## config.mk

```make
export PLATFORM = sky130hd
export DESIGN_NAME = snake_control
export DESIGN_NICKNAME = d
export VERILOG_FILES = /design/src/rtl/snake_pkg.sv /design/src/rtl/snake_step_timer.sv /design/src/rtl/snake_control.sv
export SDC_FILE = /design/constraint.sdc
export NUM_CORES = 1
export LEC_CHECK = 0
export ABC_AREA = 1
export CAP_MARGIN = 20
export CORE_MARGIN = 3
export CORE_UTILIZATION = 40
export DETAILED_ROUTE_END_ITERATION = 12
export GPL_TIMING_DRIVEN = 0
export HOLD_SLACK_MARGIN = 0.02
export PLACE_DENSITY = 0.58
export SYNTH_ARGS = -nofsm -noshare
export SYNTH_HDL_FRONTEND = slang
export SYNTH_SLANG_ARGS = --single-unit
```

## constraint.sdc

```tcl
create_clock -name clk -period 2.4 [get_ports clk]
set_input_delay 0.48 -clock clk [delete_from_list [all_inputs] [get_ports clk]]
set_output_delay 0.48 -clock clk [all_outputs]
set_load 0.05 [all_outputs]
```

## src/rtl/snake_pkg.sv

```systemverilog
// snake_pkg: shared state encoding, tile geometry and default sizing for snake_control.
package snake_pkg;

  localparam int TILE_PIXELS     = 16;
  localparam int SEG_W           = 11;
  localparam int DEF_TICK_CYCLES = 5000000;
  localparam int DEF_INIT_LEN    = 4;
  localparam int DEF_MAX_LEN     = 2047;
  localparam int DEF_RAM_DEPTH   = 2048;

  typedef enum logic [4:0] {
    S_CLEAR,
    S_CLR_ADDR,
    S_CLR_RAM,
    S_INIT_HEAD,
    S_INIT,
    S_READY,
    S_WAIT,
    S_STEP,
    S_UPD,
    S_RD,
    S_LATCH,
    S_WR,
    S_NXT,
    S_ERASE,
    S_DRAW_ADDR,
    S_DRAW_RD,
    S_DRAW,
    S_DRAW_NXT,
    S_APPLE,
    S_CHECK,
    S_DEAD
  } state_t;

endpackage

```

## src/rtl/snake_step_timer.sv

```systemverilog
// snake_step_timer: loads TICK_CYCLES-1 on entry to a run window, counts down, pulses done at zero.
module snake_step_timer
  import snake_pkg::*;
#(
  parameter int TICK_CYCLES = DEF_TICK_CYCLES
) (
  input  logic clk,
  input  logic reset,
  input  logic run,
  output logic done
);
  localparam int CW = (TICK_CYCLES > 1) ? $clog2(TICK_CYCLES) : 1;

  logic [CW-1:0] count;
  logic          armed;

  assign done = run && armed && (count == '0);

  always_ff @(posedge clk) begin
    if (!reset) begin
      count <= '0;
      armed <= 1'b0;
    end else if (!run) begin
      count <= '0;
      armed <= 1'b0;
    end else if (!armed) begin
      count <= CW'(TICK_CYCLES - 1);
      armed <= 1'b1;
    end else if (count == '0) begin
      armed <= 1'b0;
    end else begin
      count <= count - CW'(1);
    end
  end

endmodule

```

## src/rtl/snake_control.sv

```systemverilog
// snake_control: game sequencer driving the snake datapath (clear, init, timed step, render, check).
// Tail growth on apple hits is compiled in only when SNAKE_GROWTH_EN is defined.
//
// state              | meaning
// S_CLEAR            | quiescent entry after reset or restart
// S_CLR_ADDR/CLR_RAM | address reset, then RAM wipe over RAM_DEPTH words
// S_INIT_HEAD/INIT   | default head, then INIT_LEN segments written
// S_READY/S_WAIT     | wait for go / wait for step tick
// S_STEP/S_UPD       | head copied to prev, head advanced
// S_RD..S_NXT        | per-segment shift: read, latch, write, advance
// S_ERASE            | blank the old tail tile
// S_DRAW_*           | per-segment tile render
// S_APPLE/CHECK/DEAD | apple render, collision check, game over
module snake_control
  import snake_pkg::*;
#(
  parameter int TICK_CYCLES = DEF_TICK_CYCLES,
  parameter int INIT_LEN    = DEF_INIT_LEN,
  parameter int MAX_LEN     = DEF_MAX_LEN,
  parameter int RAM_DEPTH   = DEF_RAM_DEPTH
) (
  input  logic       clk,
  input  logic       reset,
  input  logic       go,
  input  logic       isDead,
  input  logic       good_collision,
  output logic       reset_address,
  output logic       inc_address,
  output logic       reset_ram,
  output logic       load_default_head,
  output logic       load_part_into_ram,
  output logic       load_head_into_prev,
  output logic       update_head,
  output logic       load_ram_into_current,
  output logic       load_prev_into_ram,
  output logic       load_current_into_prev,
  output logic       erase_trail,
  output logic       draw_ram,
  output logic       draw_apple,
  output logic       inc_check,
  output logic [3:0] drawStatus,
  output logic       game_over
);
  localparam int CNT_W = $clog2(RAM_DEPTH + 1);

  state_t           state, state_nxt;
  logic [SEG_W-1:0] seg_idx, len;
  logic [CNT_W-1:0] clr_cnt;
  logic [3:0]       px;
  logic             go_q, skip_erase, tick_done, last_seg, px_last, timer_run;

  assign last_seg   = (seg_idx == len - SEG_W'(1));
  assign px_last    = (px == 4'(TILE_PIXELS - 1));
  assign drawStatus = px;
  assign timer_run  = (state == S_WAIT);

  snake_step_timer #(.TICK_CYCLES(TICK_CYCLES)) u_timer (
    .clk  (clk),
    .reset(reset),
    .run  (timer_run),
    .done (tick_done)
  );

`ifndef SNAKE_GROWTH_EN
  logic unused_gc;
  assign unused_gc = good_collision;
`endif

  always_ff @(posedge clk) begin
    if (!reset) begin
      state      <= S_CLEAR;
      seg_idx    <= '0;
      clr_cnt    <= '0;
      px         <= '0;
      go_q       <= 1'b0;
      len        <= SEG_W'(INIT_LEN);
      skip_erase <= 1'b0;
    end else begin
      state   <= state_nxt;
      go_q    <= go;
      clr_cnt <= (state == S_CLR_RAM) ? clr_cnt + CNT_W'(1) : '0;
      px      <= (erase_trail || draw_ram || draw_apple) ? px + 4'd1 : 4'd0;
      if (reset_address)
        seg_idx <= '0;
      else if (inc_address && (seg_idx < SEG_W'(MAX_LEN)))
        seg_idx <= seg_idx + SEG_W'(1);
`ifdef SNAKE_GROWTH_EN
      // a grown tail reuses the cell that would have been erased
      if (state == S_CLEAR) begin
        len        <= SEG_W'(INIT_LEN);
        skip_erase <= 1'b0;
      end else if (state == S_CHECK && good_collision && (len < SEG_W'(MAX_LEN))) begin
        len        <= len + SEG_W'(1);
        skip_erase <= 1'b1;
      end else if (state == S_DRAW_ADDR) begin
        skip_erase <= 1'b0;
      end
`else
      len        <= SEG_W'(INIT_LEN);
      skip_erase <= 1'b0;
`endif
    end
  end

  always_comb begin
    state_nxt              = state;
    reset_address          = 1'b0;
    inc_address            = 1'b0;
    reset_ram              = 1'b0;
    load_default_head      = 1'b0;
    load_part_into_ram     = 1'b0;
    load_head_into_prev    = 1'b0;
    update_head            = 1'b0;
    load_ram_into_current  = 1'b0;
    load_prev_into_ram     = 1'b0;
    load_current_into_prev = 1'b0;
    erase_trail            = 1'b0;
    draw_ram               = 1'b0;
    draw_apple             = 1'b0;
    inc_check              = 1'b0;
    game_over              = 1'b0;
    unique case (state)
      S_CLEAR:     state_nxt = S_CLR_ADDR;
      S_CLR_ADDR: begin
        reset_address = 1'b1;
        state_nxt     = S_CLR_RAM;
      end
      S_CLR_RAM: begin
        reset_ram   = 1'b1;
        inc_address = 1'b1;
        if (clr_cnt == CNT_W'(RAM_DEPTH - 1)) state_nxt = S_INIT_HEAD;
      end
      S_INIT_HEAD: begin
        load_default_head = 1'b1;
        reset_address     = 1'b1;
        state_nxt         = S_INIT;
      end
      S_INIT: begin
        load_part_into_ram = 1'b1;
        inc_address        = 1'b1;
        if (last_seg) state_nxt = S_READY;
      end
      S_READY:     if (go) state_nxt = S_WAIT;
      S_WAIT:      if (tick_done) state_nxt = S_STEP;
      S_STEP: begin
        load_head_into_prev = 1'b1;
        reset_address       = 1'b1;
        state_nxt           = S_UPD;
      end
      S_UPD: begin
        update_head = 1'b1;
        state_nxt   = S_RD;
      end
      S_RD:        state_nxt = S_LATCH;
      S_LATCH: begin
        load_ram_into_current = 1'b1;
        state_nxt             = S_WR;
      end
      S_WR: begin
        load_prev_into_ram = 1'b1;
        state_nxt          = S_NXT;
      end
      S_NXT: begin
        load_current_into_prev = 1'b1;
        inc_address            = 1'b1;
        if (!last_seg)       state_nxt = S_RD;
        else if (skip_erase) state_nxt = S_DRAW_ADDR;
        else                 state_nxt = S_ERASE;
      end
      S_ERASE: begin
        erase_trail = 1'b1;
        if (px_last) state_nxt = S_DRAW_ADDR;
      end
      S_DRAW_ADDR: begin
        reset_address = 1'b1;
        state_nxt     = S_DRAW_RD;
      end
      S_DRAW_RD:   state_nxt = S_DRAW;
      S_DRAW: begin
        draw_ram = 1'b1;
        if (px_last) state_nxt = S_DRAW_NXT;
      end
      S_DRAW_NXT: begin
        inc_address = 1'b1;
        state_nxt   = last_seg ? S_APPLE : S_DRAW_RD;
      end
      S_APPLE: begin
        draw_apple = 1'b1;
        if (px_last) state_nxt = S_CHECK;
      end
      S_CHECK: begin
        inc_check = 1'b1;
        state_nxt = isDead ? S_DEAD : S_WAIT;
      end
      S_DEAD: begin
        game_over = 1'b1;
        if (go && !go_q) state_nxt = S_CLEAR;
      end
      default:     state_nxt = S_CLEAR;
    endcase
  end

endmodule

```

After elaboration in Yosys (flattened, before gate mapping):

Index checks and enable logic that the tools add are counted.
Widths: inputs -> output; s select.

* input bits: 5
* memories kept: 0
* latch bits: 0
* output and inout bits: 19
* register bits: 57
* ROM bits: 0
* RAM bits: 0
* word-level logic and storage cells: 94

* bitwise operators: 1
* muxes and demuxes: 31
* multipliers: 0
* $lt $le $gt $ge: 1
* divide/modulo/power cells: 0
* $add $sub $neg: 4
* reductions and logical operators: 17
* equality and inequality tests: 32
* shift-type cells: 0

Operator list (number)
* $pmux 5 s21: 1
* $mux 5: 10
* $mux 23: 2
* $eq 5x4->1 const B: 8
* $eq 5x5->1 const B: 5
* $logic_not 23->1: 1
* $sub 23x1->23 const B: 1
* $eq 5x3->1 const B: 4
* $mux 1: 17
* $ne 2x2->1 const B: 8
* $add 12x1->12 const B: 1
* $eq 12x11->1 const B: 1
* $add 11x1->11 const B: 1
* $eq 11x2->1 const B: 1
* $lt 11x11->1 const B: 1
* $eq 5x2->1 const B: 2
* $reduce_and 8->1: 1
* $reduce_or 4->1: 2
* $reduce_and 2->1: 3
* $eq 5x1->1 const B: 1
* $logic_not 5->1: 1
* $add 4x1->4 const B: 1
* $eq 4x4->1 const B: 1
* $logic_and 1x1->1: 4
* other kinds (7): 8

Depth between registers and ports, before layout:

Gate-level depths: netlist of run 1.

* depth after elaboration: 5
* mapped depth: 11
* depth with buffers taken out: 11

By module:

From an unflattened synthesis of run 1, not the netlist that was laid out.

* cell total of the unflattened synthesis: 519
* area total of the unflattened synthesis: 3553.4 um^2

Modules (own cells, without submodules)
* snake_control: cells an instance 302, seq. area each 660.6 um^2, instances 1, area each 1945.6 um^2
* snake_step_timer: cells an instance 217, seq. area each 480.5 um^2, instances 1, area each 1607.8 um^2

Least setup slack after synthesis of run 1:

No wires, ideal clock.

* kind: flip-flop to output port
* from: register state[1]
* to: output game_over
* arrival time: 2.100 ns
* required time: 1.920 ns
* slack: -0.180 ns
* stages on the path, launching flop included: 4
* buffers on the path: 0
* path through: dfxtp_1 nor2_1 inv_1 nor4_1

* longest elaborated chain between the ends: 2

RTL lines
* start: declaration: line snake_control.sv:46 `state_t state, state_nxt;`
* start signal: assignment: line snake_control.sv:79 `state <= state_nxt;`
* $eq 5x5->1: line snake_control.sv:122 `unique case (state)`
* $mux 1: line snake_control.sv:122
* end: declaration: line snake_control.sv:42 `output logic game_over`

Every way passes these cells.

Worst setup path in the final report of run 1:

* from: register state[0]
* to: output game_over

The elaborated chain is that of the path after synthesis.

==> flow_summary.rst, run 1 <==
.. list-table::
   :header-rows: 1

   * - Metric
     - Value
   * - Final GP Congestion
     - 0.852
   * - Largest delay contributor family on the critical path
     - buffers and inverters
   * - # fillers
     - 808
   * - Number of buffers inserted during clock tree synthesis
     - 9
   * - Cell count after synthesis
     - 490
   * - Global Route Usage Sum
     - 16.9%
   * - Die span in x
     - 95.6 um
   * - Highest clock frequency the design can meet
     - 0.434 GHz
   * - Cell at the root of the clock tree
     - clkbuf_8
   * - CTS clock-pin slew for the worst setup and hold paths
     - 70 ps
   * - Vertical die dimension
     - 95.6 um
   * - Cell depth of the worst hold path
     - 3
   * - Mean instance size in the synthesized netlist
     - 6.55 um2
   * - Number of failing hold endpoints at the final stage
     - 0
   * - Class of the tightest hold or removal check
     - primary input to register
   * - Relative slew slack
     - 64.7%
   * - Number of sinks handled by clock tree synthesis
     - 57
   * - Total via count after detailed routing
     - 3082
   * - Detailed-placement wirelength estimate
     - 5490 um
   * - Sum of negative setup slack
     - 0 ps
   * - Worst vdd rail ir drop
     - 618 uV
   * - Slowest CP cell
     - dlygate4sd2_1
   * - DRC marker count from the first detailed-route iteration
     - 134
   * - Multiplexer share of the synthesized area
     - 0%
   * - Synth Area in XOR/XNOR
     - 3.55%
   * - First-pass GRT wire length
     - 12200 um
   * - Post-CTS setup repair buffer count
     - 0
   * - Number of violations of the max-capacitance limit
     - 0
   * - Result of the run
     - finished clean
   * - DRC violations left
     - 0
   * - Sequence of cells on the critical path
     - nor2_1 > inv_1 > nor4_2 > dlygate4sd2_1
   * - Worst slack after detailed placement
     - 16.5 ps
   * - Data arrival time of the critical path
     - 1820 ps
   * - Pre-antenna DRT Iters
     - 4
   * - Power Density
     - 917 nW/um2
   * - Grt ovf
     - 0
   * - CP Max Fanout
     - 7
   * - Number of buffers and inverters on the critical path
     - 2
   * - Leakage power
     - 1.74 nW
   * - Power share of the combinational group
     - 38.1%
   * - Initial antenna violation count
     - 0
   * - Post-route antenna net violation count
     - 0
   * - Required time of the critical path
     - 1920 ps
   * - Longest individual stage delay on the worst path
     - 560 ps
   * - Antenna diode count
     - 0
   * - Net Count, Synth
     - 499
   * - Number of logic stages on the critical path including buffering
     - 4
   * - Yosys warnings
     - 0
   * - Number of port buffers
     - 21
   * - Wire per inst
     - 11.6 um
   * - CP startpoint kind
     - register
   * - Clock power share
     - 30.1%
   * - Worst reg2reg path depth
     - 8
   * - Mapped Area
     - 3210 um2
   * - Number of global-route vias before repair
     - 2739
   * - # nets final
     - 531
   * - Share of the synthesized area in compound gates (AO/OA/AOI/OAI)
     - 10.0%
   * - Total count of max-transition violations in the final report
     - 0
   * - Synthesis-stage register bit count
     - 57
   * - Drt total wl
     - 7300 um
   * - CTS tree
     - done
   * - Placeable core region
     - 7770 um2
   * - Final setup viols
     - 0
   * - Starting Density
     - 41.3%
   * - Reg2Reg Setup Slack
     - 530 ps
   * - Main combinational cell family by area after synthesis
     - simple AND/OR/NAND/NOR gates
   * - Net switching power figure
     - 1.38 mW
   * - Setup crit end kind
     - primary output
   * - Synthesis-to-layout area growth
     - 16.4%
   * - Pin count of the biggest net entering global routing
     - 11
   * - Portion of total power attributed to sequential cells
     - 31.8%
   * - Number of distinct library cells after synthesis
     - 37
   * - Reg area
     - 1140 um2
   * - Slew at the pin closest to its max-slew limit
     - 529 ps
   * - Period utilisation layout
     - 95.9%
   * - Share of final-layout standard cells stronger than drive strength 1
     - 12.3%
   * - RSZ-0062 raised after global routing
     - false
   * - CTS H-tree depth
     - 3
   * - Placed cell count
     - 613
   * - Post-route minimum period
     - 2300 ps
   * - Internal
     - 2.05 mW
   * - Post-layout instance count excluding filler cells
     - 629
   * - Switching power share of the total
     - 40.2%
   * - Overall die area
     - 9140 um2
   * - Adder-Cell Fraction of Synth Area
     - 1.56%
   * - Multi-input combinational cell area
     - 1820 um2
   * - Simple-gate area share of the yosys netlist
     - 41.1%
   * - Critical path class
     - register to primary output
   * - Cts hold-fix bufs
     - 0
   * - Clock latency of the later-clocked register in the worst-skew pair
     - 330 ps
   * - Clock Path Buffers
     - 2
   * - Top-Level Pins
     - 24
   * - Portion of the post-synthesis area used by sequential elements
     - 35.5%
   * - Setup WS post-layout
     - 98.0 ps
   * - Worst Clk Skew
     - 11.3 ps
   * - Vias per Instance
     - 4.90
   * - Std-Cell Rows
     - 32
-- cell usage in the layout (no fill, tap or decap), types with 2 or more instances in the layout --
| cell | count |
|---|---|
| nand2_1 | 104 |
| nor2_1 | 97 |
| dfxtp_1 | 57 |
| inv_1 | 56 |
| a21oi_1 | 38 |
| nand3_1 | 32 |
| o21ai_0 | 13 |
| clkbuf_8 | 11 |
| nor2_2 | 10 |
| nor3_1 | 9 |
| nand4_1 | 9 |
| clkbuf_2 | 8 |
| xor2_1 | 7 |
| xnor2_1 | 6 |
| clkdlybuf4s50_1 | 6 |
| dlygate4sd2_1 | 6 |
| nand2_2 | 5 |
| nor2_4 | 4 |
| buf_2 | 4 |
| nand3_2 | 4 |
| o21ai_1 | 4 |
| ha_1 | 4 |
| inv_2 | 3 |
| clkinv_2 | 3 |
| and3_1 | 3 |
| or2_2 | 3 |
| a31oi_1 | 2 |
| nor3b_1 | 2 |
| nand3b_1 | 2 |
| bufinv_16 | 2 |
-- logic make-up (layout without fill, tap and decap cells) --
family                   count (synthesis)  in the layout
XOR/XNOR                                13             13
buffers and inverters                   66            103
adder cells (fa/ha/maj)                  4              4
AO/OA/AOI/OAI                           60             60
flip-flops                              57             57
AND/OR/NAND/NOR                        290            290
-- sequential cells by signal (all words and copies together) (netlist names) --
register       cells
state              5
go_q               1
u_timer.armed      1
seg_idx           11
clr_cnt           12
drawStatus         4
u_timer.count     23
-- per-stage QoR --
stage | hold WS (ps) | instance area (um2) | util, % | total power [mW]
2_1_floorplan | 413 | 3220 | - | 2.12
3_3_place_gp | 425 | 3550 | 45.8 | 2.44
3_5_place_dp | 434 | 3550 | 45.8 | 2.45
4_1_cts | 426 | 3770 | 48.5 | 3.46
5_1_grt | 435 | 3740 | 48.1 | 3.67
6_report | 435 | 3740 | 48.1 | 3.43
-- per-layer routing --
| layer | share of wire (%) | global-route usage, % | vias to the layer above |
|---|---|---|---|
| met3 | 3.0 | 3.47 | 5 |
| met1 | 51 | 23.7 | 1406 |
| li1 | - | - | 1636 |
| met5 | 0 | 0 | - |
| met4 | 0.85 | 6.04 | 0 |
| met2 | 45 | 25.6 | 35 |
-- synthesized netlist by cell type --
cell	n	area share, %
nor3b_2	1	0.39
ha_1	4	1.6
a31oi_1	2	0.39
nand3b_4	1	0.62
nand4_1	9	1.8
buf_1	1	0.12
buf_4	1	0.23
nor2_1	97	11
nand3_2	4	1.2
nand2_2	5	0.97
buf_2	3	0.47
nand3_1	32	5.0
a21oi_1	38	5.9
dfxtp_1	57	36
clkinv_2	1	0.16
buf_6	1	0.35
xor2_1	7	1.9
nor2_4	3	1.1
or2_0	1	0.19
xnor2_1	6	1.6
nor3b_1	2	0.47
nand3b_1	2	0.47
nand2_1	104	12
inv_1	56	6.5
and3_1	3	0.58
or2_2	3	0.58
o31ai_1	1	0.23
o21ai_0	13	2.0
inv_2	3	0.35
o21a_1	1	0.23
nor3_1	9	1.4
or2_1	1	0.19
nand2_4	1	0.35
o21bai_4	1	0.58
nor4_1	1	0.19
nor2_2	11	2.1
o21ai_1	4	0.62
-- final cells by class --
| type | instances | share of cell area (%) |
|---|---|---|
| Clock buffer | 11 | 4.05 |
| Multi-Input combinational cell | 367 | 48.6 |
| Sequential cell | 57 | 30.5 |
| Clock inverter | 5 | 2.08 |
| Timing Repair Buffer | 21 | 4.22 |
| Inverter | 60 | 6.06 |
| Buffer | 6 | 1.00 |
| Tap cell | 102 | 3.42 |
-- what timing repair did --
| item | CTS | global route |
|---|---|---|
| resized for setup | 18 | 18 |
| hold endpoints to repair | 0 | 0 |
| setup endpoints to repair | 15 | 10 |
-- tightest hold or removal path, stage by stage --
cell	delay, ps
buf_4	150
nand2_1	60
inv_1	40
-- final timing paths --
kind | from | endpoint
worst max register to register | seg_idx[0]$_SDFFE_PP0P_ | state[2]$_SDFFE_PN0P_
worst min register to register | clr_cnt[0]$_SDFF_PN0_ | clr_cnt[0]$_SDFF_PN0_
worst min-delay path | reset | go_q$_SDFF_PN0_
worst max-delay path | state[0]$_SDFFE_PN0P_ | game_over
-- power groups by stage --
stage / Clock [mW] / Sequential, mW / Combinational, mW
floorplan: 0 / 1.10 / 1.02
global route: 1.10 / 1.10 / 1.47
global placement: 0 / 1.10 / 1.33
CTS: 1.05 / 1.09 / 1.32
detailed placement: 0 / 1.11 / 1.34
finish: 1.03 / 1.09 / 1.30
No activity file was read; power rests on OpenSTA's default activity.
==> run 2: changes to the inputs <==
--- a/config.mk
+++ b/config.mk
@@ -12,7 +12,7 @@
 export DETAILED_ROUTE_END_ITERATION = 12
 export GPL_TIMING_DRIVEN = 0
 export HOLD_SLACK_MARGIN = 0.02
-export PLACE_DENSITY = 0.58
+export PLACE_DENSITY = 0.7
 export SYNTH_ARGS = -nofsm -noshare
 export SYNTH_HDL_FRONTEND = slang
 export SYNTH_SLANG_ARGS = --single-unit
==> run 2 against run 1 <==
Against the previous run:
- final cell count did not move
- routed wire length fell by 1.2%
- flip-flop and latch count did not move
- global-route usage fell by 0.057 points
- core utilization fell by 0.13 points
- combinational power barely moved
- sequential power barely moved
- die area stayed put
- register-to-register slack better by 20 ps
- critical path type unchanged
- critical endpoint is now inc_address
- largest cell class unchanged
- largest power group unchanged
- highest routed layer unchanged
==> flow_summary.rst, run 2 (synthesis results as in run 1) <==
.. list-table::
   :header-rows: 1

   * - Metric
     - Value
   * - # nets final
     - 531 (unchanged)
   * - Pre-antenna DRT Iters
     - 4 (unchanged)
   * - CP Max Fanout
     - 5 (was 7)
   * - Number of buffers inserted during clock tree synthesis
     - 9 (unchanged)
   * - Slew at the pin closest to its max-slew limit
     - 533 ps (was 529 ps)
   * - CP startpoint kind
     - register (unchanged)
   * - DRC marker count from the first detailed-route iteration
     - 140 (was 134)
   * - Detailed-placement wirelength estimate
     - 5420 um (was 5490 um)
   * - Number of global-route vias before repair
     - 2865 (was 2739)
   * - Placeable core region
     - 7770 um2 (unchanged)
   * - Multi-input combinational cell area
     - 1810 um2 (was 1820 um2)
   * - Total via count after detailed routing
     - 3145 (was 3082)
   * - Slowest CP cell
     - dfxtp_1 (was dlygate4sd2_1)
   * - Clock latency of the later-clocked register in the worst-skew pair
     - 340 ps (was 330 ps)
   * - Period utilisation layout
     - 97.3% (was 95.9%)
   * - Starting Density
     - 41.3% (unchanged)
   * - DRC violations left
     - 0 (unchanged)
   * - Power Density
     - 882 nW/um2 (was 917 nW/um2)
   * - Std-Cell Rows
     - 32 (unchanged)
   * - Total count of max-transition violations in the final report
     - 0 (unchanged)
   * - Setup crit end kind
     - primary output (unchanged)
   * - Post-layout instance count excluding filler cells
     - 629 (unchanged)
   * - Critical path class
     - register to primary output (unchanged)
   * - Number of port buffers
     - 21 (unchanged)
   * - Most used cells in the layout excluding fill and tap cells
     - nand2_1, nor2_1, dfxtp_1, inv_1, a21oi_1 (unchanged)
   * - Largest registers
     - u_timer.count: 23 flops, clr_cnt: 12 flops, seg_idx: 11 flops (unchanged)
   * - Wire per inst
     - 11.5 um (was 11.6 um)
   * - Placed cell count
     - 613 (unchanged)
   * - Result of the run
     - finished clean (unchanged)
   * - Most common library cell in the layout ignoring fill and taps
     - nand2_1 (unchanged)
   * - CTS H-tree depth
     - 3 (unchanged)
   * - Leakage power
     - 1.72 nW (was 1.74 nW)
   * - RSZ-0062 raised after global routing
     - true (was false)
   * - Data arrival time of the critical path
     - 1860 ps (was 1820 ps)
   * - Antenna diode count
     - 0 (unchanged)
   * - Class of the tightest hold or removal check
     - primary input to register (unchanged)
   * - Overall die area
     - 9140 um2 (unchanged)
   * - Worst Clk Skew
     - 12.1 ps (was 11.3 ps)
   * - Register containing the most flip-flops in the final layout
     - u_timer.count (unchanged)
   * - Cts hold-fix bufs
     - 0 (unchanged)
   * - Drt total wl
     - 7220 um (was 7300 um)
   * - # fillers
     - 811 (was 808)
   * - Critical Path Most Common Cell
     - nor2_2
   * - Post-route antenna net violation count
     - 0 (unchanged)
   * - Pin count of the biggest net entering global routing
     - 11 (unchanged)
   * - Clock Path Buffers
     - 2 (unchanged)
   * - Highest clock frequency the design can meet
     - 0.428 GHz (was 0.434 GHz)
   * - Fraction of the core area covered by cells at the end of the flow
     - 48.0% (was 48.1%)
   * - Vias per Instance
     - 5.00 (was 4.90)
   * - Vertical die dimension
     - 95.6 um (unchanged)
   * - Cell at the root of the clock tree
     - clkbuf_8 (unchanged)
   * - Number of failing hold endpoints at the final stage
     - 0 (unchanged)
   * - Post-route minimum period
     - 2340 ps (was 2300 ps)
   * - CTS tree
     - done (unchanged)
   * - Reg area
     - 1140 um2 (unchanged)
   * - Relative slew slack
     - 64.5% (was 64.7%)
   * - Global Route Usage Sum
     - 16.9% (about the same)
   * - Final GP Congestion
     - 0.894 (was 0.852)
   * - Largest register FFs
     - 23 (unchanged)
   * - Top-Level Pins
     - 24 (unchanged)
   * - Worst hold slack
     - 422 ps (was 435 ps)
   * - Final setup viols
     - 0 (unchanged)
   * - Worst vdd rail ir drop
     - 559 uV (was 618 uV)
   * - Share of final-layout standard cells stronger than drive strength 1
     - 11.8% (was 12.3%)
   * - Number of sinks handled by clock tree synthesis
     - 57 (unchanged)
   * - CTS clock-pin slew for the worst setup and hold paths
     - 70 ps (about the same)
   * - Longest individual stage delay on the worst path
     - 380 ps (was 560 ps)
   * - Die span in x
     - 95.6 um (unchanged)
   * - Area of placed instances
     - 3550 um2 (unchanged)
   * - First-pass GRT wire length
     - 12300 um (was 12200 um)
   * - Initial antenna violation count
     - 0 (unchanged)
   * - Sequence of cells on the critical path
     - nor2_2 > nand2_2 > nor2_2 > nor2_4 > nand3b_4 > clkdlybuf4s15_2 (was nor2_1 > inv_1 > nor4_2 > dlygate4sd2_1)
   * - Number of violations of the max-capacitance limit
     - 0 (unchanged)
   * - Synthesis-to-layout area growth
     - 16.1% (was 16.4%)
   * - Required time of the critical path
     - 1920 ps (about the same)
   * - Finished layout cell area
     - 3730 um2 (was 3740 um2)
   * - Grt ovf
     - 0 (unchanged)
## run 2: cell count changes in the layout (fill, tap and decap cells not counted), moves of 2 or more
cell,previous run,this run
clkinv_2,3,5
clkdlybuf4s15_1,0,4
clkbuf_2,8,4
clkdlybuf4s15_2,0,2
## run 2: final cells by class
cell class              count  share of cell area (%)
repair buffers             21                    5.00
inverters                  60                    6.08
clock inverters             6                    1.54
multi-input cells         367                    48.6
well taps                 102                    3.43
plain buffers               6                    1.01
flip-flops and latches     57                    30.6
clock buffers              10                    3.69
## run 2: what timing repair did
| action | in CTS | in global routing |
|---|---|---|
| resized for setup | 19 | 12 |
| setup endpoints to repair | 15 | 9 |
| buffers inserted | 0 | 0 |
## run 2: worst max-delay path, delay by kind of cell, from the launching register on
kind	cells	cell delay [ps]
buffers and inverters	1	370
DFF	1	380
and+or+nand+nor	5	770
## run 2: path summary, 6_finish.rpt
| path | start | to | slack, ps | depth (start not counted) |
|---|---|---|---|---|
| worst min register to register | clr_cnt[0]$_SDFF_PN0_ | clr_cnt[0]$_SDFF_PN0_ | 440 | 1 |
| worst min-delay path | reset | go_q$_SDFF_PN0_ | 420 | 3 |
| worst max register to register | u_timer.count[0]$_SDFFE_PN0P_ | state[4]$_SDFFE_PN0P_ | 550 | 10 |
| worst max-delay path | state[3]$_SDFFE_PN0P_ | inc_address | 60 | 6 |
## run 2: layer usage
layer | part of all wire, % | GRT usage [%] | wire length (um) | up-vias
met5 | 0 | 0 | 0 | -
met4 | 1.4 | 5.33 | 101 | 0
met3 | 4.9 | 5.13 | 357 | 13
met2 | 49 | 29.2 | 3520 | 81
met1 | 45 | 19.8 | 3240 | 1418
li1 | - | - | - | 1633
## run 2: power breakdown
group / switching [mW] / internal (mW)
registers: 0.0791 / 1.01
logic: 0.899 / 0.410
clock network: 0.390 / 0.500
## run 2: through the flow
step                      TNS [ps]  power, mW  worst slack, ps
final                            0       3.29             63.8
after global routing         -34.3       3.52            -34.3
after CTS                        0       3.30            0.864
after detailed placement   -0.0457       2.43          -0.0457
after global placement           0       2.41             9.62
after floorplan                  0       2.12              404
==> run 3: changes to the inputs <==
--- a/config.mk
+++ b/config.mk
@@ -12,7 +12,7 @@
 export DETAILED_ROUTE_END_ITERATION = 12
 export GPL_TIMING_DRIVEN = 0
 export HOLD_SLACK_MARGIN = 0.02
-export PLACE_DENSITY = 0.7
+export PLACE_DENSITY_LB_ADDON = 0.25
 export SYNTH_ARGS = -nofsm -noshare
 export SYNTH_HDL_FRONTEND = slang
 export SYNTH_SLANG_ARGS = --single-unit
==> run 3 against run 2 <==
Against the previous run:
- design area down 0.44%
- clock skew increased by 1.2 ps
- flip-flop and latch count stayed put
- combinational power barely moved
- highest routed layer unchanged
==> flow_summary.rst, run 3 (synthesis results as in run 1) <==
.. list-table::
   :header-rows: 1

   * - Metric
     - Value
   * - Required time of the critical path
     - 1920 ps (about the same)
   * - Worst vdd rail ir drop
     - 488 uV (was 559 uV)
   * - Overall die area
     - 9140 um2 (unchanged)
   * - Cell at the root of the clock tree
     - clkbuf_8 (unchanged)
   * - Number of buffers inserted during clock tree synthesis
     - 9 (unchanged)
   * - Vias per Instance
     - 4.87 (was 5.00)
   * - Leakage power
     - 1.71 nW (was 1.72 nW)
   * - Fraction of the core area covered by cells at the end of the flow
     - 47.8% (was 48.0%)
   * - Total count of max-transition violations in the final report
     - 0 (unchanged)
   * - DRC marker count from the first detailed-route iteration
     - 100 (was 140)
   * - Relative slew slack
     - 63.6% (was 64.5%)
   * - Launch instance of the worst register-to-register path
     - u_timer.count[0]$_SDFFE_PN0P_ (unchanged)
   * - Most used cells in the layout excluding fill and tap cells
     - nand2_1, nor2_1, dfxtp_1, inv_1, a21oi_1 (unchanged)
   * - CTS H-tree depth
     - 3 (unchanged)
   * - RSZ-0062 raised after global routing
     - true (unchanged)
   * - Post-route antenna net violation count
     - 0 (unchanged)
   * - Placed cell count
     - 613 (unchanged)
   * - CP startpoint kind
     - register (unchanged)
   * - Highest clock frequency the design can meet
     - 0.432 GHz (was 0.428 GHz)
   * - Largest registers
     - u_timer.count: 23 flops, clr_cnt: 12 flops, seg_idx: 11 flops (unchanged)
   * - # fillers
     - 836 (was 811)
   * - Period utilisation layout
     - 96.5% (was 97.3%)
   * - Std-Cell Rows
     - 32 (unchanged)
   * - Pre-antenna DRT Iters
     - 4 (unchanged)
   * - First-pass GRT wire length
     - 12100 um (was 12300 um)
   * - Total via count after detailed routing
     - 3066 (was 3145)
   * - Critical path class
     - register to primary output (unchanged)
   * - Placeable core region
     - 7770 um2 (unchanged)
   * - Number of failing hold endpoints at the final stage
     - 0 (unchanged)
   * - Grt ovf
     - 0 (unchanged)
   * - Setup WS post-layout
     - 82.9 ps (was 63.8 ps)
   * - CP Max Fanout
     - 5 (unchanged)
   * - Reg area
     - 1140 um2 (unchanged)
   * - Multi-input combinational cell area
     - 1810 um2 (unchanged)
   * - Detailed-placement wirelength estimate
     - 5350 um (was 5420 um)
   * - Source of the worst hold timing path
     - reset (unchanged)
   * - CTS clock-pin slew for the worst setup and hold paths
     - 70 ps (about the same)
   * - Most common library cell in the layout ignoring fill and taps
     - nand2_1 (unchanged)
   * - Global Route Usage Sum
     - 16.7% (was 16.9%)
   * - Clock Path Buffers
     - 2 (unchanged)
   * - Number of sinks handled by clock tree synthesis
     - 57 (unchanged)
   * - Cts hold-fix bufs
     - 0 (unchanged)
   * - Data arrival time of the critical path
     - 1840 ps (was 1860 ps)
   * - Result of the run
     - finished clean (unchanged)
   * - Post-route minimum period
     - 2320 ps (was 2340 ps)
   * - Post-layout instance count excluding filler cells
     - 629 (unchanged)
   * - Power Density
     - 886 nW/um2 (was 882 nW/um2)
   * - Share of final-layout standard cells stronger than drive strength 1
     - 12.0% (was 11.8%)
   * - Starting Density
     - 41.3% (unchanged)
   * - Top-Level Pins
     - 24 (unchanged)
   * - Wire per inst
     - 11.3 um (was 11.5 um)
   * - Pin count of the biggest net entering global routing
     - 11 (unchanged)
   * - Number of global-route vias before repair
     - 2765 (was 2865)
   * - CTS tree
     - done (unchanged)
   * - Worst Clk Skew
     - 13.2 ps (was 12.1 ps)
   * - Sum of negative setup slack
     - 0 ps (unchanged)
   * - Initial antenna violation count
     - 0 (unchanged)
   * - Number of port buffers
     - 21 (unchanged)
   * - Launch point of the critical path
     - state[2]$_SDFFE_PN0P_ (was state[3]$_SDFFE_PN0P_)
   * - Die span in x
     - 95.6 um (unchanged)
   * - Synthesis-to-layout area growth
     - 15.5% (was 16.1%)
   * - Worst slack after detailed placement
     - 18.6 ps (was -0.0457 ps)
   * - Setup crit end kind
     - primary output (unchanged)
   * - Vertical die dimension
     - 95.6 um (unchanged)
   * - Final GP Congestion
     - 0.901 (was 0.894)
   * - Antenna diode count
     - 0 (unchanged)
   * - Register containing the most flip-flops in the final layout
     - u_timer.count (unchanged)
   * - Largest register FFs
     - 23 (unchanged)
   * - Total design power
     - 3.29 mW (about the same)
   * - Number of violations of the max-capacitance limit
     - 0 (unchanged)
   * - Drt total wl
     - 7090 um (was 7220 um)
   * - Class of the tightest hold or removal check
     - primary input to register (unchanged)
   * - Clock latency of the later-clocked register in the worst-skew pair
     - 340 ps (about the same)
   * - Slew at the pin closest to its max-slew limit
     - 544 ps (was 533 ps)
   * - Final setup viols
     - 0 (unchanged)
   * - DRC violations left
     - 0 (unchanged)
   * - # nets final
     - 531 (unchanged)
==> run 3: changes by cell type in the layout (fill, tap and decap cells not counted) <==
| cell | delta |
|---|---|
| clkbuf_1 | +1 |
| clkbuf_2 | +3 |
| clkdlybuf4s15_1 | -3 |
| clkdlybuf4s15_2 | -1 |
| clkinv_2 | -2 |
| clkinvlp_4 | +1 |
| dlygate4sd2_1 | +1 |
==> run 3: power breakdown <==
group	total (mW)	switching (mW)	internal, mW	leakage [nW]
registers	1.09	0.0802	1.01	0.461
logic	1.30	0.896	0.408	1.16
clock network	0.894	0.390	0.504	0.0953
==> run 3: stage by stage <==
stage / instance area [um2] / hold WS [ps]
after global routing: 3710 / 431
after detailed placement: 3550 / 439
final: 3710 / 423
after floorplan: 3220 / 413
after global placement: 3550 / 426
after CTS: 3740 / 411
==> run 3: layout make-up <==
cell class,count,area share (%)
multi-input combinational,367,48.8
sequential,57,30.8
inverter,60,6.10
timing repair buffer,21,4.55
clock buffer,11,3.81
tap,102,3.44
clock inverter,5,1.48
buffer,6,1.01
==> run 3: routing by layer <==
layer | global-route usage (%) | wire, um
met1 | 22.6 | 3610
met2 | 25.8 | 3160
met3 | 4.34 | 239
met4 | 5.09 | 77
met5 | 0 | 0
==> run 3: final timing paths <==
| check | cells after the start | slack, ps | endpoint |
|---|---|---|---|
| setup reg to reg | 9 | 560 | u_timer.count[5]$_SDFFE_PN0P_ |
| hold / removal | 3 | 420 | go_q$_SDFF_PN0_ |
| hold reg to reg | 1 | 440 | clr_cnt[0]$_SDFF_PN0_ |
| setup / recovery | 4 | 80 | reset_ram |
==> run 3: worst max-delay path: stages, from the launching register on <==
cell and delay (ps):
dfxtp_1 370, nor2_2 280, inv_2 90, nor2_4 200, dlygate4sd2_1 560
==> run 3: what timing repair did <==
action / CTS / global route
endpoints found under the setup margin: 15 / 9
setup buffers: 0 / 0
resized for setup: 18 / 15
cloned: 0 / 0
pin swaps: 0 / 0
